**src/rtl/arm_pkg.sv**
```systemverilog
`default_nettype none
// +----------------------------------------------------------------------+
// | arm_pkg: shared codes for the ARM execute stage.                     |
// | Revision: 1.0                                                        |
// +----------------------------------------------------------------------+
package arm_pkg;

   typedef enum logic [3:0] {
      CMD_NOP = 4'b0000,
      CMD_MOV = 4'b0001,
      CMD_ADD = 4'b0010,
      CMD_ADC = 4'b0011,
      CMD_SUB = 4'b0100,
      CMD_SBC = 4'b0101,
      CMD_AND = 4'b0110,
      CMD_ORR = 4'b0111,
      CMD_EOR = 4'b1000,
      CMD_MVN = 4'b1001
   } exe_cmd_e;

   localparam logic [1:0] c_shift_lsl = 2'b00;
   localparam logic [1:0] c_shift_lsr = 2'b01;
   localparam logic [1:0] c_shift_asr = 2'b10;
   localparam logic [1:0] c_shift_ror = 2'b11;

   localparam logic [1:0] c_sel_rf  = 2'b00;
   localparam logic [1:0] c_sel_mem = 2'b01;
   localparam logic [1:0] c_sel_wb  = 2'b10;

   localparam int c_flag_n = 3;
   localparam int c_flag_z = 2;
   localparam int c_flag_c = 1;
   localparam int c_flag_v = 0;

   // Select code 11 is unused by the hazard unit and falls back to the register file.
   function automatic logic [31:0] fwd_sel(input logic [1:0] sel, input logic [31:0] rf,
                                           input logic [31:0] mem, input logic [31:0] wb);
      logic [31:0] v;
      v = rf;
      if (sel == c_sel_mem)
         v = mem;
      else if (sel == c_sel_wb)
         v = wb;
      return v;
   endfunction

endpackage
`default_nettype wire

```
**src/rtl/exe_stage_val2_gen.sv**
```systemverilog
`default_nettype none
// +----------------------------------------------------------------------+
// | val2_gen: second-operand generator (rotated immediate, shifter,      |
// | load/store offset).                                                  |
// | Revision: 1.0                                                        |
// +----------------------------------------------------------------------+
module val2_gen
   import arm_pkg::*;
(
   input  logic [31:0] rm,
   input  logic [11:0] shift_operand,
   input  logic        imm,
   input  logic        mem_access,
   output logic [31:0] val2
);

   logic [4:0]  w_rot_amt;
   logic [4:0]  w_sh_amt;
   logic [63:0] w_imm_dbl;
   logic [63:0] w_rm_dbl;
   logic [31:0] w_shifted;
   logic        w_unused;

   assign w_rot_amt = {shift_operand[11:8], 1'b0};
   assign w_sh_amt  = shift_operand[11:7];
   // Rotation is taken from the low half of a doubled word shifted right.
   assign w_imm_dbl = {24'b0, shift_operand[7:0], 24'b0, shift_operand[7:0]} >> w_rot_amt;
   assign w_rm_dbl  = {rm, rm} >> w_sh_amt;
   assign w_unused  = shift_operand[4];

   always_comb begin
      w_shifted = rm;
      case (shift_operand[6:5])
         c_shift_lsl: w_shifted = rm << w_sh_amt;
         c_shift_lsr: w_shifted = rm >> w_sh_amt;
         c_shift_asr: w_shifted = $unsigned($signed(rm) >>> w_sh_amt);
         c_shift_ror: w_shifted = w_rm_dbl[31:0];
         default:     w_shifted = rm;
      endcase
   end

   always_comb begin
      if (mem_access)
         val2 = {20'b0, shift_operand};
      else if (imm)
         val2 = w_imm_dbl[31:0];
      else
         val2 = w_shifted;
   end

endmodule
`default_nettype wire

```
**src/rtl/exe_stage.sv**
```systemverilog
`default_nettype none
// +----------------------------------------------------------------------+
// | exe_stage: ARM pipeline execute stage - forwarding, ALU, branch      |
// | target and the NZCV status register.                                 |
// | Revision: 1.0                                                        |
// +----------------------------------------------------------------------+
module exe_stage
   import arm_pkg::*;
#(
   parameter int WIDTH = 32
)(
   input  logic             clk,
   input  logic             rst_n,
   input  logic [3:0]       exe_cmd,
   input  logic             s_in,
   input  logic             imm,
   input  logic             mem_read,
   input  logic             mem_write,
   input  logic             b_in,
   input  logic [WIDTH-1:0] pc,
   input  logic [WIDTH-1:0] val_rn,
   input  logic [WIDTH-1:0] val_rm,
   input  logic [11:0]      shift_operand,
   input  logic [23:0]      signed_imm_24,
   input  logic [1:0]       sel_src1,
   input  logic [1:0]       sel_src2,
   input  logic [WIDTH-1:0] fwd_mem,
   input  logic [WIDTH-1:0] fwd_wb,
   output logic [WIDTH-1:0] alu_result,
   output logic [WIDTH-1:0] store_val,
   output logic             branch_taken,
   output logic [WIDTH-1:0] branch_addr,
   output logic [3:0]       sr
);

   logic [WIDTH-1:0] w_op1;
   logic [WIDTH-1:0] w_rm;
   logic [WIDTH-1:0] w_val2;
   logic [WIDTH-1:0] w_b;
   logic [WIDTH:0]   w_sum;
   logic [WIDTH-1:0] w_result;
   logic [3:0]       w_flags;
   logic             w_cin;
   logic             w_arith;
   logic             w_valid_op;
   logic [3:0]       r_sr;

   assign w_op1 = fwd_sel(sel_src1, val_rn, fwd_mem, fwd_wb);
   assign w_rm  = fwd_sel(sel_src2, val_rm, fwd_mem, fwd_wb);

   val2_gen u_val2_gen (
      .rm            (w_rm),
      .shift_operand (shift_operand),
      .imm           (imm),
      .mem_access    (mem_read | mem_write),
      .val2          (w_val2)
   );

   // Subtraction is op1 + ~val2 + carry-in, so C comes out as "no borrow".
   always_comb begin
      w_b        = w_val2;
      w_cin      = 1'b0;
      w_arith    = 1'b0;
      w_valid_op = 1'b1;
      w_result   = '0;
      case (exe_cmd)
         CMD_MOV: w_result = w_val2;
         CMD_MVN: w_result = ~w_val2;
         CMD_ADD: w_arith = 1'b1;
         CMD_ADC: begin w_arith = 1'b1; w_cin = r_sr[c_flag_c]; end
         CMD_SUB: begin w_arith = 1'b1; w_b = ~w_val2; w_cin = 1'b1; end
         CMD_SBC: begin w_arith = 1'b1; w_b = ~w_val2; w_cin = r_sr[c_flag_c]; end
         CMD_AND: w_result = w_op1 & w_val2;
         CMD_ORR: w_result = w_op1 | w_val2;
         CMD_EOR: w_result = w_op1 ^ w_val2;
         default: w_valid_op = 1'b0;
      endcase
      w_sum = {1'b0, w_op1} + {1'b0, w_b} + {{WIDTH{1'b0}}, w_cin};
      if (w_arith)
         w_result = w_sum[WIDTH-1:0];

      w_flags           = r_sr;
      w_flags[c_flag_n] = w_result[WIDTH-1];
      w_flags[c_flag_z] = (w_result == '0);
      if (w_arith) begin
         w_flags[c_flag_c] = w_sum[WIDTH];
         w_flags[c_flag_v] = (w_op1[WIDTH-1] == w_b[WIDTH-1]) &&
                             (w_result[WIDTH-1] != w_op1[WIDTH-1]);
      end
   end

   always_ff @(posedge clk) begin
      if (!rst_n)
         r_sr <= 4'b0000;
      else if (s_in && w_valid_op)
         r_sr <= w_flags;
   end

   assign alu_result   = w_result;
   assign store_val    = w_rm;
   assign branch_taken = b_in;
   assign branch_addr  = pc + {{(WIDTH-26){signed_imm_24[23]}}, signed_imm_24, 2'b00};
   assign sr           = r_sr;

endmodule
`default_nettype wire

```
**config.mk**
```make
export PLATFORM = sky130hd
export DESIGN_NAME = exe_stage
export DESIGN_NICKNAME = d
export VERILOG_FILES = /design/src/rtl/arm_pkg.sv /design/src/rtl/exe_stage_val2_gen.sv /design/src/rtl/exe_stage.sv
export SDC_FILE = /design/constraint.sdc
export NUM_CORES = 1
export LEC_CHECK = 0
export ABC_AREA = 1
export CAP_MARGIN = 20
export CORE_MARGIN = 4
export CORE_UTILIZATION = 57
export DETAILED_ROUTE_END_ITERATION = 6
export PLACE_DENSITY = 0.9
export SETUP_SLACK_MARGIN = 0.15
export SLEW_MARGIN = 10
export SYNTH_ARGS = -nofsm -noshare
export SYNTH_HDL_FRONTEND = slang
export SYNTH_SLANG_ARGS = --single-unit
```
**constraint.sdc**
```tcl
create_clock -name clk -period 18.4 [get_ports clk]
set_clock_uncertainty 0.15 [all_clocks]
set_input_delay 3.68 -clock clk [delete_from_list [all_inputs] [get_ports clk]]
set_output_delay 3.68 -clock clk [all_outputs]
set_load 0.02 [all_outputs]
```
* After elaboration in Yosys (flattened, before gate mapping)
Index checks and enable logic that the tools add are counted.
Word-level totals: output and inout port bits 101, bits in registers 4, bits of input ports 211, word-level logic and storage cells 55
Cells by class: bitwise operators 5, reduce and logical (&&, ||, !) cells 9, equality and inequality tests 18, mux-type cells 13, $add $sub $neg 3, shifts and indexed selects 5
Operators by type and width (number):
- $mux 32 | 8
- $pmux 32 s5 | 1
- $pmux 32 s4 | 1
- $shr 64x5->32 | 1
- $shr 40x5->32 | 1
- $add 32x32->33 | 1
- $add 33x1->33 | 1
- $add 32x32->32 | 1
- $and 32x32->32 | 1
- $logic_not 32->1 | 1
- $not 32->32 | 1
- $or 32x32->32 | 1
- $shl 32x5->32 | 1
- $shr 32x5->32 | 1
- $sshr 32x5->32 | 1
- $xor 32x32->32 | 1
- $eq 4x3->1 const B | 4
- $reduce_or 9->1 | 1
- $eq 2x2->1 const B | 4
- $eq 4x2->1 const B | 2
- $eq 4x4->1 const B | 2
- $eq 2x1->1 const B | 3
- $eq 4x1->1 const B | 1
- $reduce_or 2->1 | 2
- 9 further kinds | 11

* Depth between registers and ports, before layout
Gate-level depths: netlist of run 1.
depth in word-level cells 14, gate-level depth with buffers 42, depth with buffers taken out 41

* Modules after synthesis
From an unflattened synthesis of run 1, not the netlist that was laid out.
Second synthesis, totals: cells, all modules 2638, area, all modules 13360.3 sq um
Modules (own cells, without submodules):
- exe_stage | seq. area each 80.1 sq um, cells each 1558, area each 8324.2 sq um, times used 1
- val2_gen | seq. area each 0.0 sq um, cells each 1080, area each 5036.1 sq um, times used 1

* Worst setup path before layout of run 1
No wires, ideal clock.
kind input to output, start in sel_src2[1], end out alu_result[28], path slack 7.234 ns, data required time 14.570 ns, path buffers 1, arrival 7.336 ns, stages on the path 33, path through inv_2 nand2_4 inv_4 buf_8 nand2_1 nand3_2 nand3_1 nand3_1 nand3_1 nand2_1 nand2_1 nand3_1 nand3_1 nand2_1 nand2_1 xor2_1 fa_1 fa_1 nand2_1 o21ai_0 a21oi_1 o21ai_0 a21oi_1 inv_1 nand3_1 nand2_1 nand2_1 o211ai_1 nand2_1 nand2_1 nor2_1 nor2_1 inv_1
On the way: longest elaborated chain between the ends 12, elaborated cells between the ends (all ways) 20, classes of those cells add/sub (2); eq/ne (2); shift (4); mux (8); bitwise (4)
RTL lines:
- start, declared | RTL line exe_stage.sv:26 | input logic [1:0] sel_src2,
- $eq 2x2->1 | RTL line arm_pkg.sv:42 | else if (sel == c_sel_wb)
- $mux 32 | RTL line arm_pkg.sv:42
- $mux 32 (*) | RTL line arm_pkg.sv:40 | if (sel == c_sel_mem)
- $shr 64x5->32 (tied with other cells) | RTL line exe_stage_val2_gen.sv:28 | assign w_rm_dbl = {rm, rm} >> w_sh_amt;
- $pmux 32 s4 (*) | RTL line exe_stage_val2_gen.sv:33 | case (shift_operand[6:5])
- $mux 32 (*) | RTL line exe_stage_val2_gen.sv:45 | else if (imm)
- $mux 32 (*) | RTL line exe_stage_val2_gen.sv:43 | if (mem_access)
- $not 32->32 | RTL line exe_stage.sv:68, exe_stage.sv:71, exe_stage.sv:72
- $mux 32
- $add 32x32->33 | RTL line exe_stage.sv:78 | w_sum = {1'b0, w_op1} + {1'b0, w_b} + {{WIDTH{1'b0}}, w_cin};
- $add 33x1->33 | RTL line exe_stage.sv:78
- $mux 32 (*) | RTL line exe_stage.sv:79 | if (w_arith)
- end, declared | RTL line exe_stage.sv:29 | output logic [WIDTH-1:0] alu_result,
Mark *: on every way between the ends. The rest lies on a longest branch, timed or not.

* Worst setup path after layout of run 1
start in sel_src2[1], end out alu_result[31]
Same word-level chain as after synthesis.

==> results of run 1 <==
where the power goes:
group / internal [mW] / leakage (nW) / switching (mW)
sequential: 0.00915 / 0.0325 / 0.000295
combinational: 0.237 / 8.03 / 0.413
clock: 0.0278 / 0.0370 / 0.00651
stage by stage:
step / std cells / hold WS, ps
final: 2962 / 321
after global routing: 2962 / 348
after detailed placement: 2957 / 306
after floorplan: 2488 / 389
after CTS: 2960 / 321
after global placement: 2957 / 304
worst reg2reg max path, cell delays in order, from the launching register on:
cell	delay, ps
sky130_fd_sc_hd__dfxtp_1	340
sky130_fd_sc_hd__a32o_1	320
sky130_fd_sc_hd__fa_1	420
sky130_fd_sc_hd__fa_1	420
sky130_fd_sc_hd__nand2_1	90
sky130_fd_sc_hd__o21ai_0	150
sky130_fd_sc_hd__a21oi_1	200
sky130_fd_sc_hd__o21ai_0	190
sky130_fd_sc_hd__a21oi_1	210
sky130_fd_sc_hd__inv_1	80
sky130_fd_sc_hd__o21ai_0	350
sky130_fd_sc_hd__nand4_1	210
sky130_fd_sc_hd__nor2_1	150
sky130_fd_sc_hd__nand2_1	140
sky130_fd_sc_hd__nor2_1	120
sky130_fd_sc_hd__nand2_1	60
sky130_fd_sc_hd__nor2_1	90
sky130_fd_sc_hd__nand3_1	110
sky130_fd_sc_hd__a21oi_1	130
logic make-up after synthesis:
group	after synthesis
adders and majority gates	127
DFF	4
and+or+nand+nor	1542
buffers and inverters	384
AOI/OAI and AO/OA	368
muxes	1
xor gates and xnor gates	62
synth_stat cells (all sizes together):
cell type and count:
nand2 773, nand3 552, inv 242, nor2 164, o21ai 143, ha 124
a21oi 108, buf 79, clkbuf 60, xor2 45, a221oi 44, o211ai 38
nand4 27, xnor2 17, or2 10, a31oi 9, nor3 8, o21a 5
a21boi 4, dfxtp 4, nand3b 4, o21bai 4, clkinv 3, fa 3
nor4 3, o31ai 3, a211oi 2, a21o 2, a311oi 1, a31o 1
a32o 1, and2 1, mux2i 1, o2111ai 1, o211a 1, o221ai 1
layout by cell type, fill, tap and decap left out, types with 5 or more instances in the layout:
master                            count
sky130_fd_sc_hd__xor2_1              45
sky130_fd_sc_hd__ha_1               124
sky130_fd_sc_hd__xnor2_1             17
sky130_fd_sc_hd__or2_2                9
sky130_fd_sc_hd__inv_1              230
sky130_fd_sc_hd__nor3_1               8
sky130_fd_sc_hd__a21oi_1            108
sky130_fd_sc_hd__nor2_1             161
sky130_fd_sc_hd__nand4_1             26
sky130_fd_sc_hd__o21a_1               5
sky130_fd_sc_hd__nand3_2             23
sky130_fd_sc_hd__nand2_2             36
sky130_fd_sc_hd__buf_4               23
sky130_fd_sc_hd__a31oi_1              9
sky130_fd_sc_hd__inv_2               12
sky130_fd_sc_hd__nand3_1            529
sky130_fd_sc_hd__clkdlybuf4s50_1    302
sky130_fd_sc_hd__o21ai_0            114
sky130_fd_sc_hd__nand2_1            735
sky130_fd_sc_hd__o211ai_1            38
sky130_fd_sc_hd__o21ai_1             25
sky130_fd_sc_hd__a221oi_1            44
final timing paths:
kind,from,endpoint,slack (ps),cells past startpoint
worst max register to register,sr[1],sr[2],14410,18
worst max-delay path,sel_src2[1],alu_result[31],4360,35
worst min-delay path,sr[2],sr[2],320,2
worst min register to register,sr[2],sr[2],320,2
layer usage:
| metal | track usage | part of all wire | vias up |
|---|---|---|---|
| li1 | - | - | 8750 |
| met1 | 0.603 | 0.37 | 8483 |
| met2 | 0.705 | 0.41 | 1526 |
| met3 | 0.135 | 0.16 | 270 |
| met4 | 0.208 | 0.063 | 0 |
| met5 | 0 | 0 | - |
final cells by class:
cell class | count | area, um2
Multi-Input combinational cell | 2100 | 11200
Fill cell | 1968 | 6150
Timing Repair Buffer | 329 | 3230
Inverter | 245 | 922
Tap cell | 280 | 350
Sequential cell | 4 | 80.1
Clock buffer | 3 | 75.1
Antenna cell | 1 | 2.50
==> results by stage, run 1 <==
Synth:
- The synthesized netlist occupies a cell area of 12,900 um2.
- Sorting the synthesized cells by area gives the leading types as sky130_fd_sc_hd__nand2_1 (21%), sky130_fd_sc_hd__nand3_1 (21%), sky130_fd_sc_hd__ha_1 (12%).
- Of the total synthesized cell area, the portion taken by XOR and XNOR cells is 0.0422.
- The area share of the largest cell type after synthesis is 0.214.
- The largest family of logic cells by synthesized area is simple AND/OR/NAND/NOR gates.
- After synthesis the netlist holds a flip-flop and latch count of 4.
- Of the total synthesized cell area, the portion taken by AND, OR, NAND and NOR gates is 0.531.
- In this run, distinct cell masters in the synthesized netlist total 51.
- Synthesis handed over a netlist of 2,488 instances.
- For this run, the number of Yosys warnings is 0.
- Of the total synthesized cell area, the portion taken by full adders, half adders and majority gates is 0.125.
- The compound-cell area share of the yosys netlist is 0.171.
- After synthesis, the share of cell area in mux cells is 0.000777.
- For this run, the register share of the synthesized area comes to 0.00622.
- Counting every net in the synthesized netlist gives 2,826.
- The synthesized design spends more area on one cell type than any other, namely sky130_fd_sc_hd__nand2_1.
- After synthesis, the mean cell area works out to 5.18 um2.

Global routing:
- The remaining global-route overflow is 0.
- The wire length of the first global-routing pass is 92.3 mm.
- The via count of the first global-routing pass was 16,800.
- The maximum number of pins on one net before global-route repair is 88.
- The number of antenna violations at the first check in global routing came to 1.
- The global routing usage summed across all routing layers is 0.462.

Die:
- The effective utilization at floorplan is 0.585.
- During I/O placement, the number of pins put on the boundary was 312.
- The number of placement rows is 54.
- The total area inside the core boundary comes to 22,000 um2.
- In this run the horizontal extent of the chip is 158 um.
- The die covers 25,100 um2.
- The die is 158 um tall.

CTS:
- TritonCTS built the clock tree.
- The number of buffers inserted for hold repair after clock tree synthesis is 0.
- Once the clock tree was built, the setup fixing pass inserted 0 buffers.
- The count of instances resized after the clock tree is built is 0.
- The clock-pin slew reported for the worst setup and hold paths after clock tree synthesis is 30 ps.
- The clock insertion delay at the later pin of the skew report is 230 ps.
- The cell sitting at the root of the clock tree is a sky130_fd_sc_hd__clkbuf_16.
- No sink is reached through more buffers than the 2 on the longest clock path.
- The number of clock sinks seen by CTS is 4.
- Clock tree synthesis inserted a total of 3 buffers.
- The number of H-tree levels is 1.

Cells and area:
- The share of post-route cells with drive strength above 1 is 0.0455.
- The register with the most flip-flops in the layout has 4 of them.
- The total number of nets in the final design is 3,021.
- The post-route core utilization is 0.721.
- Compared with the post-synthesis result, the final layout area differs by 23.2%.
- The area of all placed cells without fillers is 15,900 um2.

Run status:
- The final reports fail on DRC.
- The flow ran to the end, but the final reports show violations.

Timing:
- The final number of setup-violating endpoints is 0.
- The max-slew violation count is 0.
- The total negative slack for setup checks is 0 ps.
- The number of endpoints with negative hold slack in the final report was 0.
- The final critical-path share of the clock period is 0.763.
- The worst pin sits at a relative slew slack of 0.248.
- The worst-margin pin slew is 1120 ps.
- Setup repair after global routing left no endpoint under its margin.
- For this run, the top clock speed supported by timing is 71.2 MHz.
- After layout, the worst setup slack is 4360 ps.
- The time the worst path needs with I/O delays and setup is 14,040 ps.

Drt:
- The detailed-route DRC error count is 3.
- Once detail routing completed, the nets flagged for antenna violations numbered 0.
- The total number of vias is 19,000.
- The first TritonRoute pass finished after 7 iterations.
- In this run, the number of DRC markers left after iteration 0 of detailed routing was 3,353.
- In the final routed layout, each cell accounts on average for 20.8 um.
- Using the TritonRoute via totals, the vias-per-cell ratio works out to 6.42.
- The wire length after detailed routing is 61.6 mm.

Pwr:
- The total power density per cell area is 43.7 nW/um2.
- The standby leakage power is 8.10 nW.
- Overall power consumption after layout is estimated at 0.694 mW.
- The worst-case IR drop observed on VDD is 0.0000402 V.

Critical path:
- The kind of cell with the highest combined delay along the critical path is simple AND/OR/NAND/NOR gates.
- The largest individual stage delay along the critical path comes from the cell sky130_fd_sc_hd__clkdlybuf4s50_1.
- The worst endpoint data arrival time is 10,210 ps.
- The sort of element at the start of the critical path is an input port.
- The critical path is of the input port to primary output type.
- In this design, the critical path's most frequently occurring cell is sky130_fd_sc_hd__nand2_1.
- Counting both buffers and inverters, the worst setup path holds a total of 6.
- At the worst endpoint, the required time is 14,570 ps.
- The largest single stage delay on the critical path is 770 ps.
- Along the worst path, the maximum fanout reaches 37.
- The critical path endpoint category is a primary output.

Place:
- The quantity of I/O buffers inserted on ports is 305.
- Prior to clock tree synthesis, the placed netlist has a worst setup slack of 4720 ps.
- At the end of routability-driven placement, the weighted congestion stood at 1.11.
- Once placement finished, the instance area stood at 15,800 um2.
- The detailed placer's ending HPWL is 49.1 mm.

Hold path:
- The path category of the worst min-delay check is flip-flop to flip-flop.

Run:
- Across the run, the number of max-cap violations was 0.
(Power assumes the default switching activity.)
==> run 2, diff against run 1 <==
- CORE_UTILIZATION: 57 -> 48
- PLACE_DENSITY: 0.9 -> 0.81
- clock period: 18.4 -> 12.1 ns (I/O delays scaled with it)
==> run 2 against run 1 <==
The flow still finishes with violations (DRC). Final cell count rose by 2.1%. Global-route usage decreased by 4.3 points. Setup slack worse by 3600 ps. Clock power increased by 53%. Worst hold slack better by 4.0 ps. Largest cell class unchanged. Highest routed layer unchanged.
==> results by stage, run 2 (synthesis results as in run 1) <==
Critical path:
- The required time at the worst-slack endpoint is 9530 ps (was 14,570 ps).
- The critical path endpoint category is a primary output (unchanged).
- The capturing point of the worst reg2reg path is sr[2] (unchanged).
- The library cell contributing the largest single delay on the critical path is sky130_fd_sc_hd__clkdlybuf4s50_1 (unchanged).
- The largest fanout on the critical path is 37 (unchanged).
- The largest incremental delay on the critical path is 600 ps (was 770 ps).
- The sort of element at the start of the critical path is an input port (unchanged).
- The worst endpoint data arrival time is 8800 ps (was 10,210 ps).
- The length in cells of the worst reg-to-reg path came to 18 (unchanged).
- The flop-to-flop setup slack is 8030 ps (was 14,410 ps).
- The critical path class is input port to primary output (unchanged).
- The most common cell type on the critical path is sky130_fd_sc_hd__nand2_1 (unchanged).
- The start of the worst register-to-register path is sr[1] (unchanged).

Cells and area:
- The post-route core utilization is 0.611 (was 0.721).
- The post-layout instance count excluding filler cells is 3,024 (was 2,962).
- The most common cell after layout, fill and taps aside is sky130_fd_sc_hd__nand2_1 (unchanged).
- The share of post-route cells with drive strength above 1 came to 0.0487 (was 0.0455).
- The number of flip-flops in the largest register is 4 (unchanged).
- The antenna diode count is 0 (was 1).
- The area of all placed cells without fillers was 16,000 um2 (was 15,900 um2).
- The signed area change from the synthesized netlist to the final layout is 24.2% (was 23.2%).
- The total number of nets in the final design is 3,029 (was 3,021).
- Highest-count cells in the layout ignoring fill and taps: sky130_fd_sc_hd__nand2_1 (735), sky130_fd_sc_hd__nand3_1 (529), sky130_fd_sc_hd__clkdlybuf4s50_1 (301), sky130_fd_sc_hd__inv_1 (230), sky130_fd_sc_hd__nor2_1 (161) (was sky130_fd_sc_hd__nand2_1 (735), sky130_fd_sc_hd__nand3_1 (529), sky130_fd_sc_hd__clkdlybuf4s50_1 (302), sky130_fd_sc_hd__inv_1 (230), sky130_fd_sc_hd__nor2_1 (161)).

Drt:
- The antenna violation net count after detailed routing came to 0 (unchanged).
- The post-detailed-route wirelength per cell is 21.6 um (was 20.8 um).
- The wire length after detailed routing was 65.2 mm (was 61.6 mm).
- The detailed-route DRC error count was 3 (unchanged).
- The number of DRC violations after detailed-routing iteration 0 was 2,874 (was 3,353).
- The number of vias per cell is 6.24 (was 6.42).
- The total number of vias is 18,900 (was 19,000).
- The detailed-router iteration count before antenna repair is 7 (unchanged).

CTS:
- The CTS buffer count was 3 (unchanged).
- The clock-pin slew reported for the worst setup and hold paths after clock tree synthesis is 30 ps (about the same).
- The clock tree buffer depth is 2 (unchanged).
- The cell at the root of the clock tree was sky130_fd_sc_hd__clkbuf_16 (unchanged).
- The clock tree from TritonCTS is yes (unchanged).
- The number of clock sinks seen by CTS is 4 (unchanged).
- The setup fix buffers added after clock tree synthesis is 0 (unchanged).
- The count of instances resized after the clock tree is built was 0 (unchanged).
- The number of buffers inserted for hold repair after clock tree synthesis is 0 (unchanged).
- The clock insertion delay at the later pin of the skew report is 230 ps (about the same).
- The number of H-tree levels is 1 (unchanged).

Global routing:
- The via count of the first global-routing pass is 17,200 (was 16,800).
- The remaining global-route overflow is 0 (unchanged).
- The maximum number of pins on one net before global-route repair was 77 (was 88).
- The wire length of the first global-routing pass is 97.8 mm (was 92.3 mm).
- The number of antenna violations at the first check in global routing is 0 (was 1).
- The global routing usage summed across all routing layers is 0.419 (was 0.462).

Hold path:
- The path category of the worst min-delay check is flip-flop to flip-flop (unchanged).
- The beginning of the worst hold path is sr[2] (unchanged).
- The hold path depth is 2 (unchanged).
- The worst min-delay path endpoint is sr[2] (unchanged).

Timing:
- The final critical-path share of the clock period is 0.940.
- The worst-case setup margin in the final layout is 727 ps (was 4360 ps).
- The time the worst path needs with I/O delays and setup is 11,370 ps.
- The relative max-transition margin is 0.285 (was 0.248).
- Unrepaired setup endpoints after global routing: false (unchanged).
- The total negative slack for setup checks was 0 ps (unchanged).
- The worst-margin pin slew is 1060 ps (was 1120 ps).
- The final number of setup-violating endpoints was 0 (unchanged).
- The achievable clock frequency is 87.9 MHz.
- The number of endpoints with negative hold slack in the final report was 0 (unchanged).
- The max-slew violation count is 0 (unchanged).

Run status:
- Run status: finished with violations (unchanged).
- Violations in the final reports: DRC (unchanged).

Place:
- The last weighted congestion value of the routability-driven placer is 1.11 (about the same).
- The detailed placer's ending HPWL is 53.0 mm (was 49.1 mm).
- The quantity of I/O buffers inserted on ports was 305 (unchanged).
- The pre-CTS setup slack came to 950 ps (was 4720 ps).
- The post-place instance area is 15,900 um2 (was 15,800 um2).
- The placed instance count is 3,020 (was 2,957).

Pwr:
- The worst-case vdd ir drop is 0.0000567 V (was 0.0000402 V).
- The standby leakage power came to 8.14 nW (was 8.10 nW).
- The total power density per cell area is 66.8 nW/um2 (was 43.7 nW/um2).

Die:
- The die width is 172 um (was 158 um).
- The number of placement rows was 59 (was 54).
- The vertical extent of the die was 172 um (was 158 um).
- The number of I/O pins came to 312 (unchanged).
- The full die area was 29,500 um2 (was 25,100 um2).
- The effective utilization at floorplan was 0.492 (was 0.585).
- The area of the core is 26,200 um2 (was 22,000 um2).

Run:
- The reported max-cap violation count is 0 (unchanged).
[run 2: changes by cell type in the layout (fill, tap and decap cells not counted)]
| cell | change |
|---|---|
| sky130_fd_sc_hd__buf_2 | +1 |
| sky130_fd_sc_hd__buf_4 | +8 |
| sky130_fd_sc_hd__clkdlybuf4s50_1 | -1 |
| sky130_fd_sc_hd__diode_2 | -1 |
| sky130_fd_sc_hd__nor2_2 | -1 |
| sky130_fd_sc_hd__nor2_4 | +1 |
[run 2: layout make-up]
type | instances | area [um2]
multi-input cells | 2100 | 11200
fillers | 2656 | 10200
repair buffers | 337 | 3290
inverters | 245 | 922
well taps | 335 | 419
flip-flops and latches | 4 | 80.1
clock buffers | 3 | 75.1
[run 2: worst max-delay path by stage]
stage / startpoint / to / slack [ps]
6_report: sel_src2[1] / alu_result[28] / 730
5_1_grt: sel_src2[1] / alu_result[28] / 290
4_1_cts: sel_src2[1] / alu_result[28] / 930
3_5_place_dp: sel_src2[1] / alu_result[28] / 950
3_3_place_gp: sel_src2[1] / alu_result[28] / 1110
2_1_floorplan: sel_src2[1] / alu_result[28] / 3450
[run 2: power by group]
group / total, mW / leakage (nW) / internal (mW) / switching [mW]
registers: 0.0144 / 0.0325 / 0.0139 / 0.000485
clock network: 0.0525 / 0.0370 / 0.0423 / 0.0102
logic: 1.00 / 8.07 / 0.363 / 0.639
total: 1.07 / 8.14 / 0.419 / 0.649
[run 2: critical path, delay by kind of cell]
kind,cells,cell delay (ps)
AO/OA/AOI/OAI,7,1370
XOR/XNOR,1,140
adder cells (fa/ha/maj),1,380
buffers and inverters,7,1760
AND/OR/NAND/NOR,21,2700
[run 2: per-layer routing]
| layer | up-vias | track usage | wire length [um] |
|---|---|---|---|
| met5 | - | 0 | 0 |
| met2 | 1287 | 0.633 | 26700 |
| met4 | 0 | 0.210 | 4130 |
| met3 | 214 | 0.0827 | 8410 |
| li1 | 8774 | - | - |
| met1 | 8581 | 0.568 | 26000 |
[run 2: stage by stage]
step | power, mW | hold WS (ps)
3_3_place_gp | 0.971 | 304
4_1_cts | 1.04 | 324
2_1_floorplan | 0.611 | 389
3_5_place_dp | 0.982 | 320
6_report | 1.07 | 325
5_1_grt | 1.15 | 346
